===== config.mk =====
export PLATFORM = sky130hd
export DESIGN_NAME = oflow_features_extractor
export DESIGN_NICKNAME = d
export VERILOG_FILES = /design/src/rtl/oflow_features_extractor.sv
export SDC_FILE = /design/constraint.sdc
export NUM_CORES = 1
export LEC_CHECK = 0
export BUFFER_PORTS_ARGS = -buffer_cell sky130_fd_sc_hd__buf_2
export CAP_MARGIN = 5
export CORE_MARGIN = 4
export CORE_UTILIZATION = 51
export DETAILED_ROUTE_END_ITERATION = 8
export HOLD_SLACK_MARGIN = 0.12
export PLACE_DENSITY = 0.82
export SLEW_MARGIN = 40
export SYNTH_ARGS = -nofsm -noshare
export SYNTH_HDL_FRONTEND = slang
export SYNTH_SLANG_ARGS = --single-unit

===== constraint.sdc =====
create_clock -name clk -period 0.9 [get_ports clk]
set_input_delay 0.135 -clock clk [delete_from_list [all_inputs] [get_ports clk]]
set_output_delay 0.135 -clock clk [all_outputs]
set_load 0.005 [all_outputs]

===== src/rtl/oflow_features_extractor.sv =====
// First optical-flow stage: unpacks a bbox descriptor into registered CM, corner, size, color and history features.
// Optional macro FE_VALID_OUT_EN adds a registered fe_valid strobe output.
module oflow_features_extractor #(
    parameter int CM_LEN        = 11,
    parameter int WIDTH_LEN     = 10,
    parameter int HEIGHT_LEN    = 10,
    parameter int COLOR_LEN     = 24,
    parameter int D_HISTORY_LEN = 3
) (
    input  logic                                  clk,
    input  logic                                  reset_N,
    input  logic [2*CM_LEN+WIDTH_LEN+HEIGHT_LEN+2*COLOR_LEN+D_HISTORY_LEN-1:0] bbox,
    input  logic                                  fe_enable,
    output logic [2*CM_LEN-1:0]                   cm_concate,
    output logic [4*CM_LEN-1:0]                   position_concate,
    output logic [WIDTH_LEN-1:0]                  width,
    output logic [HEIGHT_LEN-1:0]                 height,
    output logic [COLOR_LEN-1:0]                  color1,
    output logic [COLOR_LEN-1:0]                  color2,
`ifdef FE_VALID_OUT_EN
    output logic                                  fe_valid,
`endif
    output logic [D_HISTORY_LEN-1:0]              d_history
);

    localparam int BBOX_VECTOR_SIZE     = 2*CM_LEN + WIDTH_LEN + HEIGHT_LEN + 2*COLOR_LEN + D_HISTORY_LEN;
    localparam int CM_CONCATE_LEN       = 2*CM_LEN;
    localparam int POSITION_CONCATE_LEN = 4*CM_LEN;

    // Sums are formed one bit wider than a coordinate so overflow is visible and clamps to full scale.
    function automatic logic [CM_LEN-1:0] sat_add(input logic [CM_LEN-1:0] a,
                                                  input logic [CM_LEN:0]   b);
        logic [CM_LEN:0] sum;
        sum = {1'b0, a} + b;
        return sum[CM_LEN] ? {CM_LEN{1'b1}} : sum[CM_LEN-1:0];
    endfunction

    logic [CM_LEN-1:0]        x_in, y_in;
    logic [WIDTH_LEN-1:0]     w_in;
    logic [HEIGHT_LEN-1:0]    h_in;
    logic [COLOR_LEN-1:0]     c1_in, c2_in;
    logic [D_HISTORY_LEN-1:0] dh_in;

    logic [CM_CONCATE_LEN-1:0]       cm_d, cm_q;
    logic [POSITION_CONCATE_LEN-1:0] pos_d, pos_q;
    logic [WIDTH_LEN-1:0]            width_d, width_q;
    logic [HEIGHT_LEN-1:0]           height_d, height_q;
    logic [COLOR_LEN-1:0]            color1_d, color1_q;
    logic [COLOR_LEN-1:0]            color2_d, color2_q;
    logic [D_HISTORY_LEN-1:0]        d_history_d, d_history_q;
    logic                            valid_d, valid_q;

    always_comb begin
        {x_in, y_in, w_in, h_in, c1_in, c2_in, dh_in} = bbox;
    end

    always_comb begin
        // NOTE: every _d gets its hold value first so no path leaves it unassigned (no latch).
        cm_d        = cm_q;
        pos_d       = pos_q;
        width_d     = width_q;
        height_d    = height_q;
        color1_d    = color1_q;
        color2_d    = color2_q;
        d_history_d = d_history_q;
        valid_d     = fe_enable;
        if (fe_enable) begin
            cm_d        = {sat_add(x_in, (CM_LEN+1)'(w_in >> 1)),
                           sat_add(y_in, (CM_LEN+1)'(h_in >> 1))};
            pos_d       = {x_in, y_in,
                           sat_add(x_in, (CM_LEN+1)'(w_in)),
                           sat_add(y_in, (CM_LEN+1)'(h_in))};
            width_d     = w_in;
            height_d    = h_in;
            color1_d    = c1_in;
            color2_d    = c2_in;
            d_history_d = dh_in;
        end
    end

    // NOTE: sequential state uses non-blocking assignments so all registers see pre-edge values.
    always_ff @(posedge clk or negedge reset_N) begin
        if (!reset_N) begin
            cm_q        <= '0;
            pos_q       <= '0;
            width_q     <= '0;
            height_q    <= '0;
            color1_q    <= '0;
            color2_q    <= '0;
            d_history_q <= '0;
            valid_q     <= 1'b0;
        end else begin
            cm_q        <= cm_d;
            pos_q       <= pos_d;
            width_q     <= width_d;
            height_q    <= height_d;
            color1_q    <= color1_d;
            color2_q    <= color2_d;
            d_history_q <= d_history_d;
            valid_q     <= valid_d;
        end
    end

    assign cm_concate       = cm_q;
    assign position_concate = pos_q;
    assign width            = width_q;
    assign height           = height_q;
    assign color1           = color1_q;
    assign color2           = color2_q;
    assign d_history        = d_history_q;

`ifdef FE_VALID_OUT_EN
    assign fe_valid = valid_q;
`else
    logic unused_valid;
    assign unused_valid = valid_q;
`endif

endmodule


==> results of run 1 <==
==> kinds of logic after synthesis <==
family | after synthesis
flip-flops | 137
XOR/XNOR | 24
multiplexers | 97
adder cells (fa/ha/maj) | 42
buffers and inverters | 46
AO/OA/AOI/OAI | 131
AND/OR/NAND/NOR | 90
==> per-stage QoR <==
stage	worst slack, ns	TNS, ns
2_1_floorplan	-0.901	-27.30
3_3_place_gp	-1.10	-45.59
3_5_place_dp	-1.13	-48.77
4_1_cts	-0.686	-41.42
==> timing repair <==
item                       in CTS
pin swaps                      80
setup endpoints to repair     181
hold endpoints to repair      229
cloned                          1
buffers inserted               89
hold buffers                   90
gates resized for setup       108
==> results.env, run 1 <==
OUTCOME='aborted with a tool error'
STOP_STAGE='global routing (5_1_grt)'
ERROR='[ERROR DPL-0038] Utilization greater than 100%, impossible to legalize'
SYNTH_COMPOUND_GATE_AREA_SHARE_PCT=13.5
SYNTH_AREA_UM2=6830
IO_BUFFERS=232
DIE-WIDTH_UM=124
YOSYS-TOP-CELLS-COUNT='sky130_fd_sc_hd__dfrtp_1 (137), sky130_fd_sc_hd__mux2_2 (93), sky130_fd_sc_hd__ha_1 (38)'
DP_HPWL_UM=15500
SYNTHMUXAREASHARE_PCT=15.9
GRT_REPAIR_WORST_ENDPOINT='cm_concate[21]$_DFFE_PN0P_/D'
SYNTH_ENABLE_FLOP_CELLS=0
HTREE_LEVELS=4
YOSYS_WARNINGS=0
POSTPLACECELLAREA_UM2=9790
INITIAL_UTILIZATION_PCT=51.8
PLACE.GP.CONGESTION=0.895
WORST_ENDPOINT_KIND='register input'
YS_SEQ_AREA_SHARE_PCT=50.2
IO_PINS=233
CTS.PATH.MAX_BUFFERS=2
SYNTH_CELLS=567
SYNTH_SEQ_CELLS=137
SYNTH_FF_TYPE='sky130_fd_sc_hd__dfrtp_1'
NUMBER_OF_STANDARD_CELL_ROWS_IN_THE_FLOORPLAN=42
GRT_START_MAX_NET_PINS=52
SYNTH_TOP_AREA_SHARE_PCT=50.2
YOSYSUNIQUECELLTYPES=51
POST_SYNTH.CELL_AREA_AVG_UM2=12.0
POSTSYNTH.ASYNCRESETSHARE_PCT=100
PLACEDCELLCOUNT=1064
YOSYS.AREA_SHARE.ADDER_PCT=8.13
YOSYS.AREA_SHARE.XOR_XNOR_PCT=3.08
SYNTH.NET_COUNT=705
SYNTH_AREA_LEADER_CELL='sky130_fd_sc_hd__dfrtp_1'
CTS_INSERTED_BUFFERS=17
SYNTH.AREA.TOP_CELLS='sky130_fd_sc_hd__dfrtp_1 (50%), sky130_fd_sc_hd__mux2_2 (15%), sky130_fd_sc_hd__ha_1 (7.0%), sky130_fd_sc_hd__o22a_1 (3.2%), sky130_fd_sc_hd__xnor2_1 (2.3%)'
CLK_SINKS=137
FLOORPLAN.DIE.HEIGHT_UM=124
YOSYSMOSTFREQUENTCELL='sky130_fd_sc_hd__dfrtp_1'
SYNTH_TOP_FAMILY_BY_AREA='multiplexers'
SYNTH-SIMPLE-AREA-SHARE_PCT=6.30
CTS_ROOT_BUFFER='sky130_fd_sc_hd__clkbuf_16'
==> inputs of run 2 (changes only) <==
Settings changed: CORE_UTILIZATION 51 to 40, HOLD_SLACK_MARGIN 0.12 to not set, PLACE_DENSITY 0.82 to not set, PLACE_DENSITY_LB_ADDON set to 0.15.
==> run 2 against run 1 <==
Effect of this change: the flow now finishes, with violations (negative setup slack); synthesized cell count did not move; synthesized area unchanged.
==> results.env, run 2 <==
POWERDENSITY_nW_PER_UM2=1670
TIMING.CRITICAL_PATH.MAX_DELAY_FAMILY='compound AO/OA/AOI/OAI gates'
CRITPATHSLOWESTCELL='sky130_fd_sc_hd__or4_4'
GRT_ANTENNA_BEFORE_REPAIR=0
SYNTH_AREA_LEADER_CELL='sky130_fd_sc_hd__dfrtp_1'
FINAL_MAX_SLEW_VIOL_COUNT=0
R2R-START='color1[7]'
IO_BUFFERS=232
DIEAREA_UM2=19200
GRTUSAGETOTAL_PCT=23.6
YOSYS.AREA_SHARE.ADDER_PCT=8.13
CLK_PIN_SLEW_WORST_PATHS_NS=0.06
TOTAL_SETUP_VIOLATIONS_REPORTED_AT_THE_END_OF_THE_FLOW=188
LARGEST_REG_FLOPS=44
ANTENNA-DIODE-COUNT=0
SYNTH_AREA_UM2=6830
TIMING_HOLD_VIOLATIONS_FINAL=0
PEAK_IR_DROP_ON_THE_VDD_NETWORK_mV=1.38
CTS_TREE='yes'
SEQCELLAREA_UM2=3430
POST_SYNTH.CELL_AREA_AVG_UM2=12.0
TIMING.MAX_SLEW.REL_SLACK_PCT=73.6
R2R-END='color1[7]'
GRT_START_MAX_NET_PINS=55
WHS_PATH_DEPTH=2
HOLD_WS_NS=0.0338
SYNTH_ENABLE_FLOP_CELLS=0
SYNTH_CELLS=567
YOSYS-TOP-CELLS-COUNT='sky130_fd_sc_hd__dfrtp_1 (137), sky130_fd_sc_hd__mux2_2 (93), sky130_fd_sc_hd__ha_1 (38)'
SYNTH.NET_COUNT=705
WORST-SLEW-PIN-TRANSITION_NS=0.393
FLOORPLAN.DIE.HEIGHT_UM=139
NUM-NETS-FINAL=1223
GLOBAL_ROUTE.OVERFLOW_TOTAL=0
FAILED_CHECKS='negative setup slack'
DETAIL-ROUTE-ANTENNA-NETS=0
TIMING.CRITICAL_PATH.REQUIRED_NS=1.20
RRSETUPSLACK_NS=-0.11
CRIT_PATH_CELL_TRACE='buf_8, ha_4, inv_2, fa_2, nor2b_4, o31a_1, or4_4, a31oi_2, xnor2_1, o22a_1'
POSTSYNTH.ASYNCRESETSHARE_PCT=100
CLK-INSERTION-DELAY-LATE_NS=0.41
YS_SEQ_AREA_SHARE_PCT=50.2
YOSYSMOSTFREQUENTCELL='sky130_fd_sc_hd__dfrtp_1'
HTREE_LEVELS=4
DRIVE_GT1_SHARE_PCT=61.1
DRT_WL_TOTAL_UM=23400
TMIN_FINAL_NS=1.58
FINAL.SETUP_SKEW_NS=0
FILLERS=1029
CTS_ROOT_BUFFER='sky130_fd_sc_hd__clkbuf_16'
CLK_SINKS=137
OUTCOME='finished, violations left'
DIE-WIDTH_UM=139
AREA_GROWTH_SYN_TO_LAYOUT_PCT=85.8
POST-LAYOUT-TOTAL-POWER_mW=21.2
YOSYSUNIQUECELLTYPES=51
POSTLAYOUTSETUPSLACKWORST_NS=-0.679
LEAKAGEPOWER_nW=5.98
SYNTH-SIMPLE-AREA-SHARE_PCT=6.30
INITIAL_UTILIZATION_PCT=41.0
SYNTH_SEQ_CELLS=137
WL_PER_CELL_UM=17.8
FINAL.PERIOD_UTILIZATION_PCT=175
SYNTH_FF_TYPE='sky130_fd_sc_hd__dfrtp_1'
MAXCLOCKFREQUENCY_MHz=633
CTS_INSERTED_BUFFERS=17
YOSYS.AREA_SHARE.XOR_XNOR_PCT=3.08
YOSYS_WARNINGS=0
SYNTH.AREA.TOP_CELLS='sky130_fd_sc_hd__dfrtp_1 (50%), sky130_fd_sc_hd__mux2_2 (15%), sky130_fd_sc_hd__ha_1 (7.0%), sky130_fd_sc_hd__o22a_1 (3.2%), sky130_fd_sc_hd__xnor2_1 (2.3%)'
CRIT_BUF_INV=2
PLACE.GP.CONGESTION=0.807
GRT_FIRST_PASS_WIRELENGTH_UM=36800
CRIT_PATH_MAX_INCR_DELAY_NS=0.44
CTS.PATH.MAX_BUFFERS=2
DRT_PRE_ANTENNA_ITERS=4
SYNTH_TOP_AREA_SHARE_PCT=50.2
RSZ0062_AT_GRT='true'
PATH_MAX_FANOUT=3
NUMBER_OF_STANDARD_CELL_ROWS_IN_THE_FLOORPLAN=47
AREA_OF_COMBINATIONAL_CELLS_WITH_MULTIPLE_INPUTS_UM2=4280
DETAILROUTE.VIA_COUNT=6636
VIAS_PER_CELL=5.04
TIMING.HOLD.WORST.CLASS='in2reg'
MOSTFREQUENTLAYOUTCELLS='sky130_fd_sc_hd__buf_2 (202), sky130_fd_sc_hd__buf_4 (161), sky130_fd_sc_hd__dfrtp_1 (137)'
DP_HPWL_UM=15200
FINAL_COMMON_CELL='sky130_fd_sc_hd__buf_2'
VIA_COUNT_OF_THE_FIRST_GLOBAL_ROUTING_PASS=7114
CORE_REGION_AREA_UM2=16600
POST-ROUTE-DRC-COUNT=0
R2R_CELLS=3
DRV_CAP=0
MIN-DELAY-START='bbox[79]'
SYNTH_COMPOUND_GATE_AREA_SHARE_PCT=13.5
SYNTHMUXAREASHARE_PCT=15.9
ARRIVAL_NS=1.88
SETUP.WORST_PATH.START_CLASS='input pin'
IO_PINS=233
FIRST_ITER_VIOLATIONS=234
WORST_HOLD_PATH.ENDPOINT='position_concate[30]'
SYNTH_TOP_FAMILY_BY_AREA='multiplexers'
WORSTSETUPPATHTYPE='in2reg'
CRIT_PATH_END_KIND='register'
-- run 2: cell counts after synthesis --
No cell type changed its count.
-- run 2: repair_timing --
action | 4_1_cts | 5_1_grt
resized for setup | 103 | 62
hold buffers | 73 | 1
cloned | 1 | 0
setup endpoints to repair | 181 | 207
buffers inserted | 72 | 37
endpoints found under the hold margin | 210 | 1
pin swaps | 65 | 36
-- run 2: how the worst max path moves through the flow --
stage / from / to / slack (ns) / cells past startpoint
floorplan: bbox[61] / position_concate[19] / -0.90 / 9
global placement: bbox[82] / position_concate[19] / -1.12 / 10
detailed placement: bbox[82] / position_concate[19] / -1.14 / 10
CTS: bbox[82] / position_concate[19] / -0.60 / 10
global route: bbox[82] / position_concate[19] / -0.72 / 10
finish: bbox[82] / position_concate[19] / -0.68 / 10
-- run 2: cell families after synthesis --
| family | after synthesis |
|---|---|
| flip-flops | 137 |
| XOR/XNOR | 24 |
| multiplexers | 97 |
| AO/OA/AOI/OAI | 131 |
| buffers and inverters | 46 |
| AND/OR/NAND/NOR | 90 |
| adder cells (fa/ha/maj) | 42 |
-- run 2: layer usage --
layer	vias to the layer above	GRT usage, %	part of all wire [%]
met2	167	44.2	55
met1	3302	26.3	37
met3	53	5.21	4.4
met4	0	8.55	3.3
met5	-	0	0
li1	3114	-	-
-- run 2: power breakdown --
part / internal (mW) / total (mW) / leakage (nW) / switching, mW
clock network: 4.56 / 7.27 / 0.294 / 2.71
registers: 6.93 / 7.37 / 1.57 / 0.436
logic: 3.88 / 6.54 / 4.12 / 2.66
total: 15.4 / 21.2 / 5.98 / 5.81
-- run 2: metrics by stage --
| step | setup slack, ns | TNS (ns) | utilization, % | area, µm² | cells |
|---|---|---|---|---|---|
| floorplan | -0.901 | -27.30 | - | 7710 | 567 |
| global placement | -1.12 | -50.07 | 59.3 | 9860 | 1114 |
| detailed placement | -1.14 | -52.19 | 59.3 | 9860 | 1114 |
| CTS | -0.602 | -39.88 | 73.3 | 12200 | 1291 |
| global route | -0.725 | -47.23 | 76.2 | 12700 | 1317 |
| finish | -0.679 | -39.55 | 76.2 | 12700 | 1317 |
-- run 2: cell type report --
type                       count  share of cell area [%]
clock buffer                  20                    3.68
clock inverter                11                    1.14
inverter                      27                   0.799
multi-input combinational    385                    33.7
sequential                   137                    27.0
tap                          220                    2.17
timing repair buffer         517                    31.4
-- run 2: worst register-to-register path, cell delays in order (launching register included) --
cell	delay, ns
sky130_fd_sc_hd__dfrtp_1	0.38
sky130_fd_sc_hd__buf_4	0.14
sky130_fd_sc_hd__buf_6	0.10
sky130_fd_sc_hd__mux2_4	0.27
Power figures use the tool's default switching activity.
